## src/rtl/sparse_buf_ctrl_pkg.sv

```systemverilog
// rtl/sparse_buf_ctrl_pkg.sv - shared types and constants for the sparse buffer controller
//
// Package sparse_pkg:
//   CSR_WORDS : words in one CSR tile (data, indices, row pointers)
//   SP_DW     : word width
//   state_t   : sequencer states
package sparse_pkg;

    localparam int CSR_WORDS = 35;
    localparam int SP_DW     = 32;

    typedef enum logic [2:0] {
        IDLE,
        FILL,
        GAP,
        ARB,
        DRAIN,
        DONE
    } state_t;

endpackage

```

## src/rtl/sparse_buf_ctrl_if.sv

```systemverilog
// rtl/sparse_buf_ctrl_if.sv - core-side request/grant and output stream bundle
//
// Signals:
//   req[1:0]   per-core tile request, held until granted
//   grant[1:0] one-hot owner of the current drain
//   out_valid, out_data, out_last, out_ready : output word stream
// Modports:
//   master : controller side (drives grant and the stream)
//   slave  : core side (drives req and out_ready)
interface sparse_buf_ctrl_if
    import sparse_pkg::*;
#(
    parameter int DW = SP_DW
) ();

    logic [1:0]    req;
    logic [1:0]    grant;
    logic          out_valid;
    logic [DW-1:0] out_data;
    logic          out_last;
    logic          out_ready;

    modport master (
        input  req,
        input  out_ready,
        output grant,
        output out_valid,
        output out_data,
        output out_last
    );

    modport slave (
        output req,
        output out_ready,
        input  grant,
        input  out_valid,
        input  out_data,
        input  out_last
    );

endinterface

```

## src/rtl/sparse_buf_ctrl_rr_arb2.sv

```systemverilog
// rtl/sparse_buf_ctrl_rr_arb2.sv - two-requester round-robin arbiter
//
// Ports:
//   clk, rst : clock, synchronous active-high reset
//   req[1:0] : requests
//   advance  : commit the current grant and rotate priority
//   gnt[1:0] : one-hot combinational grant (zero when no request)
module rr_arb2
    import sparse_pkg::*;
(
    input  logic       clk,
    input  logic       rst,
    input  logic [1:0] req,
    input  logic       advance,
    output logic [1:0] gnt
);

    // 0: core0 holds priority, 1: core1 holds priority
    logic prio_q;
    logic prio_d;

    always_comb begin
        gnt    = 2'b00;
        prio_d = prio_q;
        case (req)
            2'b01:   gnt = 2'b01;
            2'b10:   gnt = 2'b10;
            2'b11:   gnt = prio_q ? 2'b10 : 2'b01;
            default: gnt = 2'b00;
        endcase
        // The winner gives up priority to the other core.
        if (advance && (gnt != 2'b00)) begin
            prio_d = gnt[0];
        end
    end

    always_ff @(posedge clk) begin
        if (rst) begin
            prio_q <= 1'b0;
        end else begin
            prio_q <= prio_d;
        end
    end

endmodule

```

## src/rtl/sparse_buf_ctrl.sv

```systemverilog
// rtl/sparse_buf_ctrl.sv - CSR tile fill sequencer and two-core drain arbiter
//
// Fetches one tile of WORDS words from the DMA stream into the sparse buffer,
// arbitrates the buffer load port between two cores and streams the tile out
// to the winner with valid/ready backpressure.
//
// Ports:
//   clk, rst                    : clock, synchronous active-high reset
//   start                       : begin a tile fetch (only honoured in IDLE)
//   dma_valid/dma_data/dma_ready: DMA word stream in
//   buf_store_en/buf_store_data : buffer write port
//   buf_load_en/buf_data        : buffer read port (data one cycle after strobe)
//   buf_data_ready              : buffer reports the whole tile has been read
//   core                        : request/grant and output stream (master)
//   busy, tile_done, err        : status
// Optional (macro SPARSE_CTRL_PERF_EN):
//   perf_fill_cyc, perf_stall_cyc, perf_tiles : 32-bit performance counters
module sparse_buf_ctrl
    import sparse_pkg::*;
#(
    parameter int WORDS = CSR_WORDS,
    parameter int DW    = SP_DW
) (
    input  logic             clk,
    input  logic             rst,
    input  logic             start,
    input  logic             dma_valid,
    input  logic [DW-1:0]    dma_data,
    output logic             dma_ready,
    output logic             buf_store_en,
    output logic [DW-1:0]    buf_store_data,
    output logic             buf_load_en,
    input  logic [DW-1:0]    buf_data,
    input  logic             buf_data_ready,
    sparse_buf_ctrl_if.master core,
    output logic             busy,
    output logic             tile_done,
    output logic             err
`ifdef SPARSE_CTRL_PERF_EN
    ,
    output logic [31:0]      perf_fill_cyc,
    output logic [31:0]      perf_stall_cyc,
    output logic [31:0]      perf_tiles
`endif
);

    localparam int CW = $clog2(WORDS + 1);
    localparam logic [CW-1:0] CNT_ONE  = CW'(1);
    localparam logic [CW-1:0] CNT_LAST = CW'(WORDS - 1);
    localparam logic [CW-1:0] CNT_FULL = CW'(WORDS);

    state_t          state_q, state_d;
    logic [CW-1:0]   fill_q, fill_d;
    logic [CW-1:0]   issue_q, issue_d;
    logic [CW-1:0]   recv_q, recv_d;
    logic [1:0]      grant_q, grant_d;
    logic            valid_q, valid_d;
    logic            store_en_q, store_en_d;
    logic [DW-1:0]   store_data_q, store_data_d;
    logic            err_q, err_d;

    logic            dma_hs;
    logic            out_acc;
    logic            arb_advance;
    logic [1:0]      arb_gnt;

    rr_arb2 u_arb (
        .clk     (clk),
        .rst     (rst),
        .req     (core.req),
        .advance (arb_advance),
        .gnt     (arb_gnt)
    );

    always_comb begin
        state_d      = state_q;
        fill_d       = fill_q;
        issue_d      = issue_q;
        recv_d       = recv_q;
        grant_d      = grant_q;
        valid_d      = 1'b0;
        store_en_d   = 1'b0;
        store_data_d = store_data_q;
        err_d        = err_q;
        arb_advance  = 1'b0;
        buf_load_en  = 1'b0;

        dma_ready = (state_q == FILL);
        dma_hs    = dma_valid & dma_ready;
        out_acc   = valid_q & core.out_ready;

        case (state_q)
            IDLE: begin
                if (start) begin
                    state_d = FILL;
                    fill_d  = '0;
                    issue_d = '0;
                    recv_d  = '0;
                end
            end
            FILL: begin
                if (dma_hs) begin
                    store_en_d   = 1'b1;
                    store_data_d = dma_data;
                    fill_d       = fill_q + CNT_ONE;
                    if (fill_q == CNT_LAST) begin
                        state_d = GAP;
                    end
                end
            end
            GAP: begin
                // Buffer rewinds its store pointer during this cycle.
                state_d = ARB;
            end
            ARB: begin
                if (core.req != 2'b00) begin
                    grant_d     = arb_gnt;
                    arb_advance = 1'b1;
                    state_d     = DRAIN;
                end
            end
            DRAIN: begin
                // Issue a load only when the output slot is free or being
                // emptied this cycle, so at most one word is ever in flight.
                buf_load_en = (issue_q < CNT_FULL) & (~valid_q | core.out_ready);
                if (buf_load_en) begin
                    issue_d = issue_q + CNT_ONE;
                end
                valid_d = buf_load_en | (valid_q & ~core.out_ready);
                if (out_acc) begin
                    recv_d = recv_q + CNT_ONE;
                    if (recv_q == CNT_LAST) begin
                        state_d = DONE;
                        grant_d = 2'b00;
                    end
                end
            end
            DONE: begin
                if (!buf_data_ready) begin
                    err_d = 1'b1;
                end
                state_d = IDLE;
            end
            default: begin
                state_d = IDLE;
            end
        endcase
    end

    always_ff @(posedge clk) begin
        if (rst) begin
            state_q      <= IDLE;
            fill_q       <= '0;
            issue_q      <= '0;
            recv_q       <= '0;
            grant_q      <= 2'b00;
            valid_q      <= 1'b0;
            store_en_q   <= 1'b0;
            store_data_q <= '0;
            err_q        <= 1'b0;
        end else begin
            state_q      <= state_d;
            fill_q       <= fill_d;
            issue_q      <= issue_d;
            recv_q       <= recv_d;
            grant_q      <= grant_d;
            valid_q      <= valid_d;
            store_en_q   <= store_en_d;
            store_data_q <= store_data_d;
            err_q        <= err_d;
        end
    end

    assign buf_store_en   = store_en_q;
    assign buf_store_data = store_data_q;
    assign core.grant     = grant_q;
    assign core.out_valid = valid_q;
    // The buffer holds its word between loads; gate it so idle output reads zero.
    assign core.out_data  = valid_q ? buf_data : '0;
    assign core.out_last  = valid_q & (recv_q == CNT_LAST);
    assign busy           = (state_q != IDLE);
    assign tile_done      = (state_q == DONE);
    assign err            = err_q;

`ifdef SPARSE_CTRL_PERF_EN
    logic [31:0] perf_fill_q, perf_fill_d;
    logic [31:0] perf_stall_q, perf_stall_d;
    logic [31:0] perf_tiles_q, perf_tiles_d;

    always_comb begin
        perf_fill_d  = perf_fill_q + {31'b0, (state_q == FILL)};
        perf_stall_d = perf_stall_q + {31'b0, (state_q == DRAIN) & valid_q & ~core.out_ready};
        perf_tiles_d = perf_tiles_q + {31'b0, (state_q == DONE)};
    end

    always_ff @(posedge clk) begin
        if (rst) begin
            perf_fill_q  <= '0;
            perf_stall_q <= '0;
            perf_tiles_q <= '0;
        end else begin
            perf_fill_q  <= perf_fill_d;
            perf_stall_q <= perf_stall_d;
            perf_tiles_q <= perf_tiles_d;
        end
    end

    assign perf_fill_cyc  = perf_fill_q;
    assign perf_stall_cyc = perf_stall_q;
    assign perf_tiles     = perf_tiles_q;
`endif

endmodule

```

## src/flat_wrapper.sv

```systemverilog
// flat-port wrapper written by rule: the top's interface ports become plain ports
module sparse_buf_ctrl_flat import sparse_pkg::*;
#(
    parameter int WORDS = CSR_WORDS,
    parameter int DW    = SP_DW
)
  (clk, rst, start, dma_valid, dma_data, dma_ready, buf_store_en, buf_store_data, buf_load_en, buf_data, buf_data_ready, busy, tile_done, err, core_req, core_out_ready, core_grant, core_out_valid, core_out_data, core_out_last);
  sparse_buf_ctrl_if #(.DW(DW)) core_i ();
  input  logic clk;
  input  logic rst;
  input  logic start;
  input  logic dma_valid;
  input  logic [DW-1:0] dma_data;
  output logic dma_ready;
  output logic buf_store_en;
  output logic [DW-1:0] buf_store_data;
  output logic buf_load_en;
  input  logic [DW-1:0] buf_data;
  input  logic buf_data_ready;
  output logic busy;
  output logic tile_done;
  output logic err;
  input wire logic [$bits(core_i.req)-1:0] core_req;
  input wire logic [$bits(core_i.out_ready)-1:0] core_out_ready;
  output wire logic [$bits(core_i.grant)-1:0] core_grant;
  output wire logic [$bits(core_i.out_valid)-1:0] core_out_valid;
  output wire logic [$bits(core_i.out_data)-1:0] core_out_data;
  output wire logic [$bits(core_i.out_last)-1:0] core_out_last;
  assign core_i.req = core_req;
  assign core_i.out_ready = core_out_ready;
  assign core_grant = core_i.grant;
  assign core_out_valid = core_i.out_valid;
  assign core_out_data = core_i.out_data;
  assign core_out_last = core_i.out_last;
  sparse_buf_ctrl #(.WORDS(WORDS), .DW(DW)) u_core (.clk(clk), .rst(rst), .start(start), .dma_valid(dma_valid), .dma_data(dma_data), .dma_ready(dma_ready), .buf_store_en(buf_store_en), .buf_store_data(buf_store_data), .buf_load_en(buf_load_en), .buf_data(buf_data), .buf_data_ready(buf_data_ready), .core(core_i), .busy(busy), .tile_done(tile_done), .err(err));
endmodule
```

## config.mk

```make
export PLATFORM = sky130hd
export DESIGN_NAME = sparse_buf_ctrl_flat
export DESIGN_NICKNAME = d
export VERILOG_FILES = /design/src/rtl/sparse_buf_ctrl_pkg.sv /design/src/rtl/sparse_buf_ctrl_if.sv /design/src/rtl/sparse_buf_ctrl_rr_arb2.sv /design/src/rtl/sparse_buf_ctrl.sv /design/src/flat_wrapper.sv
export SDC_FILE = /design/constraint.sdc
export NUM_CORES = 1
export LEC_CHECK = 0
export BUFFER_PORTS_ARGS = -buffer_cell sky130_fd_sc_hd__buf_4
export CORE_MARGIN = 1.5
export CORE_UTILIZATION = 45
export DETAILED_ROUTE_END_ITERATION = 10
export MAX_ROUTING_LAYER = met4
export PLACE_DENSITY = 0.84
export SYNTH_ARGS = -nofsm -noshare
export SYNTH_HDL_FRONTEND = slang
export SYNTH_HIERARCHICAL = 1
export SYNTH_SLANG_ARGS = --single-unit
```

## constraint.sdc

```tcl
create_clock -name clk -period 2 [get_ports clk]
set_input_delay 0.1 -clock clk [delete_from_list [all_inputs] [get_ports clk]]
set_output_delay 0.1 -clock clk [all_outputs]
set_load 0.02 [all_outputs]
```

==> results of run 1 <==
through the flow:
stage                     power (uW)  cell area (sq um)  hold WS [ps]  cells  utilization, %
final                           3100               4270          15.3    576            72.2
after floorplan                 1520               2760           162    345               -
after global routing            3220               4270          14.0    576            72.2
after global placement          1730               3870           346    546            65.4
after detailed placement        1740               3870           355    546            65.4
after CTS                       3110               4270          2.06    576            72.2
cells by family after synthesis:
group,Yosys count
AOI/OAI and AO/OA,66
xor gates and xnor gates,9
adders and majority gates,5
buffers and inverters,29
DFF,59
muxes,2
and+or+nand+nor,175
layer usage:
layer  GRT usage (%)  vias to the layer above  share of wire (%)
met3            7.98                       16                9.6
met1            27.1                     1347                 38
met5               -                        -                  0
li1                -                     1451                  -
met4            11.6                        0                2.8
met2            44.6                      156                 49
registers in the layout, indices dropped and copies added, names as in the netlist:
| signal | flops |
|---|---|
| u_core/core.out_valid | 1 |
| u_core/core.grant | 2 |
| u_core/issue_q | 6 |
| u_core/buf_store_en | 1 |
| u_core/buf_store_data | 32 |
| u_core/recv_q | 6 |
| u_core/fill_q | 6 |
| u_core/err | 1 |
| u_core/state_q | 3 |
| u_core/u_arb/prio_q | 1 |
timing repair:
item,CTS,global route
setup endpoints to repair,0,0
hold buffers,15,0
endpoints found under the hold margin,15,0
gates resized for setup,0,0
report_power, final:
part           switching, uW  internal (uW)
logic                    248            236
clock network            466            889
registers               40.7           1230
total                    755           2350
worst max path at each step:
stage                                           from  cells after the start                             to
global route          u_core/issue_q[0]$_SDFFE_PP0P_                      5                    buf_load_en
global placement      u_core/state_q[2]$_SDFFE_PP0P_                      3  u_core/recv_q[1]$_SDFFE_PP0P_
floorplan           u_core/core.out_valid$_SDFF_PP0_                      6  u_core/recv_q[1]$_SDFFE_PP0P_
CTS                   u_core/issue_q[0]$_SDFFE_PP0P_                      5                    buf_load_en
detailed placement    u_core/state_q[2]$_SDFFE_PP0P_                      3  u_core/recv_q[1]$_SDFFE_PP0P_
finish                u_core/issue_q[0]$_SDFFE_PP0P_                      5                    buf_load_en
cells in the mapped netlist (all sizes together), types with 2 or more instances:
master,count,area [sq um]
ha,5,62.6
xor2,6,52.6
and3,5,31.3
dfxtp,59,1180
nor2b,3,18.8
nand3b,2,15.0
nor4b,2,17.5
nor3,4,20.0
a21oi,45,229
xnor2,3,26.3
nand2,71,267
o2111ai,2,17.5
and2,36,225
nand4b,2,17.5
nor2,25,96.4
a21boi,2,15.0
o21ai,8,40.0
o211ai,2,15.0
inv,6,22.5
clkbuf,13,50.0
nand2b,4,25.0
nand3,7,40.0
nand4,3,18.8
or3,2,12.5
or2,3,18.8
buf,10,58.8
area by class of cell:
cell class	count	area (sq um)
Fill cell	444	1650
Multi-Input combinational cell	257	1450
Timing Repair Buffer	164	1280
Sequential cell	59	1180
Clock buffer	11	151
Clock inverter	4	97.6
Tap cell	75	93.8
Inverter	6	22.5
critical path, cell delays in order (launching register included):
cell     delay [ps]
dfxtp_1         330
ha_1            270
o41ai_4         300
nand3_2         160
inv_1           200
buf_4           180
==> results.sh, run 1 <==
export IMPL_outcome="finished, final reports clean"
export IMPL_drc=0
export IMPL_drtIter0Drc=145
export IMPL_holdPathStages=3
export IMPL_synth_mux_area_share_pct=0.771
export IMPL_synthSimpleGateAreaFrac_pct=32.1
export IMPL_fin_crit_ps=1880
export IMPL_first_pass_iters=7
export IMPL_min_period_over_period_pct=93.9
export IMPL_synth_main_ff_cell="dfxtp_1"
export IMPL_cts_sinks=59
export IMPL_io_pins=146
export IMPL_cts_tree="done"
export IMPL_vias=2970
export IMPL_syn_cell_area_sq_um=2760
export IMPL_cellPowerDensity_nw_per_um2=727
export IMPL_grt_pass1_wl_microns=12700
export IMPL_place_ws_ps=311
export IMPL_syn_inst=345
export IMPL_cp_required_ps=1900
export IMPL_io_buffers=145
export IMPL_drt_antenna_violating_nets=0
export IMPL_holdPathEnd="u_core/buf_store_data[1]$_SDFFE_PP0P_"
export IMPL_slew_viol_final=0
export IMPL_r2r_setup_slack_ps=280
export IMPL_cts_buffers=9
export IMPL_finalSetupViolCount=0
export IMPL_ys_warnings_count=6
export IMPL_grt_total_usage_pct=25.9
export IMPL_die_area_sq_um=6610
export IMPL_cts_root_buf="clkbuf_8"
export IMPL_path_clk_slew_ps=60
export IMPL_synthArstFlopShare_pct=0
export IMPL_reg2reg_from="u_core/state_q[2]$_SDFFE_PP0P_"
export IMPL_ir_worst_vdd_mv=0.619
export IMPL_clock_latency_ps=330
export IMPL_wl_microns=8200
export IMPL_wl_per_cell_microns=14.2
export IMPL_vias_per_cell=5.16
export IMPL_overflow=0
export IMPL_hold_path_class="input pin to register"
export IMPL_final_nets=574
export IMPL_cts_buffer_depth=2
export IMPL_grt_pass1_vias=2848
export IMPL_synth_edf_count=0
export IMPL_synth_top_family_by_area="simple AND/OR/NAND/NOR gates"
export IMPL_grt_antenna_before_repair=0
export IMPL_worstHoldStart="dma_data[1]"
export IMPL_syn_to_final_growth_pct=54.9
export IMPL_rsz0062_at_grt="false"
export IMPL_mostFrequentLayoutCell="buf_4"
export IMPL_p_leak_uw=0.00194
export IMPL_synth_compound_area_share_pct=14.4
export IMPL_startpoint_type="register"
export IMPL_fp_coreArea_sq_um=5920
export IMPL_die_w_microns=81.3
export IMPL_arrival_ps=1780
export IMPL_synth_fa_ha_area_share_pct=2.27
export IMPL_start_util_pct=46.6
export IMPL_drive_gt1_share_pct=34.3
export IMPL_hold_viol_final=0
export IMPL_synthesis_nets=422
export IMPL_die_h_microns=81.3
export IMPL_synth_cell_type_count=49
export IMPL_hpwl_microns=5510
export IMPL_max_cap_violations=0
export IMPL_r2r_cells=3
export IMPL_worstMarginPinSlew_ps=518
export IMPL_cts_max_level=3
export IMPL_crit_path_max_fanout=6
export IMPL_max_freq_mhz=533
export IMPL_avgSynthCellArea_sq_um=7.99
export IMPL_final_cell_mix="148 x buf_4, 71 x nand2_1, 59 x dfxtp_1, 44 x a21oi_1, 36 x and2_1"
export IMPL_worstReg2RegEnd="u_core/recv_q[1]$_SDFFE_PP0P_"
export IMPL_endpoint_kind="primary output"
export IMPL_seq_area_frac_synth_pct=42.8
export IMPL_row_count=28
export IMPL_cts_setup_buffers=0
export IMPL_synth_seq_cells=59
export IMPL_diodes=0
export IMPL_synthXorXnorAreaFrac_pct=2.86
export IMPL_place_congestion=0.851
export IMPL_grt_max_degree=36
export IMPL_slew_headroom_pct=65.0
export IMPL_tns_ps=0
export IMPL_critical_path_class="register to primary output"
export IMPL_clock_skew_ps=6.16
export IMPL_fin_ws_ps=122
Power figures use the tool's default switching activity.
==> run 2: changes to the inputs <==
--- a/config.mk
+++ b/config.mk
@@ -9,6 +9,7 @@
 export CORE_MARGIN = 1.5
 export CORE_UTILIZATION = 45
 export DETAILED_ROUTE_END_ITERATION = 10
+export GPL_TIMING_DRIVEN = 0
 export MAX_ROUTING_LAYER = met4
 export PLACE_DENSITY = 0.84
 export SYNTH_ARGS = -nofsm -noshare
==> run 2 against run 1 <==
  * Die area unchanged
  * Clock power decreased by 8%
  * Final cell count increased by 5.0%
  * Clock-buffer cell count increased by 1
  * Via count increased by 5.8%
  * Largest cell class unchanged
  * First-iteration DRC count decreased by 0.69%
  * Global-route usage increased by 4.1 points
  * Combinational power increased by 12%
  * Sequential power about the same
  * Design area increased by 3.2%
  * Non-clock buffer count increased by 28
  * Highest routed layer unchanged
==> results.sh, run 2 (synthesized netlist as in run 1, its figures left out) <==
export IMPL_slowest_stage="dfxtp_1"
export IMPL_grt_max_degree=11
export IMPL_cts_buffer_depth=2
export IMPL_first_pass_iters=4
export IMPL_grt_pass1_vias=3168
export IMPL_max_freq_mhz=548
export IMPL_final_seq_area_sq_um=1180
export IMPL_overflow=0
export IMPL_sw_frac_of_total_pct=26.2
export IMPL_cts_setup_buffers=0
export IMPL_path_clk_slew_ps=60
export IMPL_die_w_microns=81.3
export IMPL_critical_path_class="register to primary output"
export IMPL_clockPowerShare_pct=40.8
export IMPL_cts_sinks=59
export IMPL_outcome="finished, final reports clean"
export IMPL_wl_per_cell_microns=15.7
export IMPL_slew_headroom_pct=60.1
export IMPL_finalSetupViolCount=0
export IMPL_place_ws_ps=320
export IMPL_p_leak_uw=0.00201
export IMPL_row_count=28
export IMPL_largest_reg_flops=32
export IMPL_tns_ps=0
export IMPL_hold_viol_final=0
export IMPL_drtIter0Drc=144
export IMPL_drive_gt1_share_pct=34.0
export IMPL_rsz0062_at_grt="false"
export IMPL_io_pins=146
export IMPL_grt_pass1_wl_microns=14400
export IMPL_worstMarginPinSlew_ps=591
export IMPL_clock_latency_ps=350
export IMPL_arrival_ps=1730
export IMPL_drt_antenna_violating_nets=0
export IMPL_vias_per_cell=5.20
export IMPL_n_fill_cell=401
export IMPL_crit_path_max_fanout=6
export IMPL_fin_crit_ps=1830
export IMPL_final_cell_mix="146 x buf_4, 71 x nand2_1, 59 x dfxtp_1, 44 x a21oi_1, 36 x and2_1"
export IMPL_cpPeakStageDelay_ps=330
export IMPL_wl_microns=9480
export IMPL_ir_worst_vdd_mv=0.743
export IMPL_min_period_over_period_pct=91.3
export IMPL_cp_required_ps=1900
export IMPL_grt_total_usage_pct=30.1
export IMPL_start_util_pct=46.6
export IMPL_cts_root_buf="clkbuf_8"
export IMPL_startpoint_type="register"
export IMPL_p_sw_uw=797
export IMPL_die_h_microns=81.3
export IMPL_grt_antenna_before_repair=0
export IMPL_cp_cell_sequence="ha_1, o41ai_4, nand3_2, inv_2, buf_4"
export IMPL_cts_buffers=9
export IMPL_place_congestion=0.866
export IMPL_mostFrequentLayoutCell="buf_4"
export IMPL_diodes=0
export IMPL_drc=0
export IMPL_clock_skew_ps=7.98
export IMPL_io_buffers=145
export IMPL_endpoint_kind="primary output"
export IMPL_cts_max_level=3
export IMPL_syn_to_final_growth_pct=59.8
export IMPL_multiInputGateArea_sq_um=1450
export IMPL_fin_ws_ps=174
export IMPL_comb_power_share_pct=17.8
export IMPL_cellPowerDensity_nw_per_um2=691
export IMPL_max_cap_violations=0
export IMPL_internal_power_uw=2250
export IMPL_slew_viol_final=0
export IMPL_hpwl_microns=5820
export IMPL_whs_ps=11.1
export IMPL_cts_tree="done"
export IMPL_final_nets=602
export IMPL_vias=3143
export IMPL_hold_path_class="input pin to register"
export IMPL_fp_coreArea_sq_um=5920
export IMPL_die_area_sq_um=6610
export IMPL_seq_power_share_pct=41.4
-- run 2: final cells by class --
cell class	count	area share, %
Buffer	23	2.47
Clock buffer	12	3.52
Clock inverter	4	1.65
Inverter	6	0.511
Multi-Input combinational cell	257	32.8
Sequential cell	59	26.8
Tap cell	75	2.13
Timing Repair Buffer	169	30.1
-- run 2: timing repair --
action | in CTS | in global routing
hold buffers | 24 | 0
resized for setup | 0 | 1
hold endpoints to repair | 24 | 0
endpoints found under the setup margin | 0 | 1
-- run 2: power by group through the flow --
stage                     logic, uW  clock network (uW)  registers [uW]
after global routing            580                1300            1260
after global placement          470                   0            1280
after CTS                       517                1260            1250
after detailed placement        478                   0            1280
after floorplan                 188                   0            1330
final                           542                1240            1260
-- run 2: final timing paths --
path                                                             start                                     end  slack, ps  depth (start not counted)
worst max-delay path                    u_core/issue_q[0]$_SDFFE_PP0P_                             buf_load_en        170                          5
worst min-delay path                                      dma_data[26]  u_core/buf_store_data[26]$_SDFFE_PP0P_         10                          3
worst max register to register          u_core/state_q[1]$_SDFFE_PP0P_           u_core/fill_q[2]$_SDFFE_PP0P_        250                          5
worst min register to register  u_core/buf_store_data[26]$_SDFFE_PP0P_  u_core/buf_store_data[26]$_SDFFE_PP0P_        450                          2
-- run 2: metrics by stage --
stage | cell area, sq um | power (uW) | cells | utilization, %
after floorplan | 2760 | 1520 | 345 | -
after global placement | 3940 | 1750 | 565 | 66.5
after detailed placement | 3940 | 1760 | 565 | 66.5
after CTS | 4410 | 3030 | 605 | 74.5
after global routing | 4410 | 3140 | 605 | 74.5
final | 4410 | 3050 | 605 | 74.5
-- run 2: routing by layer --
metal	vias to the layer above	track usage (%)	wire length [microns]
li1	1506	-	-
met1	1445	29.7	3460
met2	172	55.5	4960
met3	20	7.64	850
met4	0	12.6	206
met5	-	-	0
-- run 2: worst max-delay path, delay by kind of cell (launching register included) --
| kind | cells | cell delay [ps] |
|---|---|---|
| AOI/OAI and AO/OA | 1 | 310 |
| adders and majority gates | 1 | 270 |
| buffers and inverters | 2 | 300 |
| DFF | 1 | 330 |
| and+or+nand+nor | 1 | 160 |
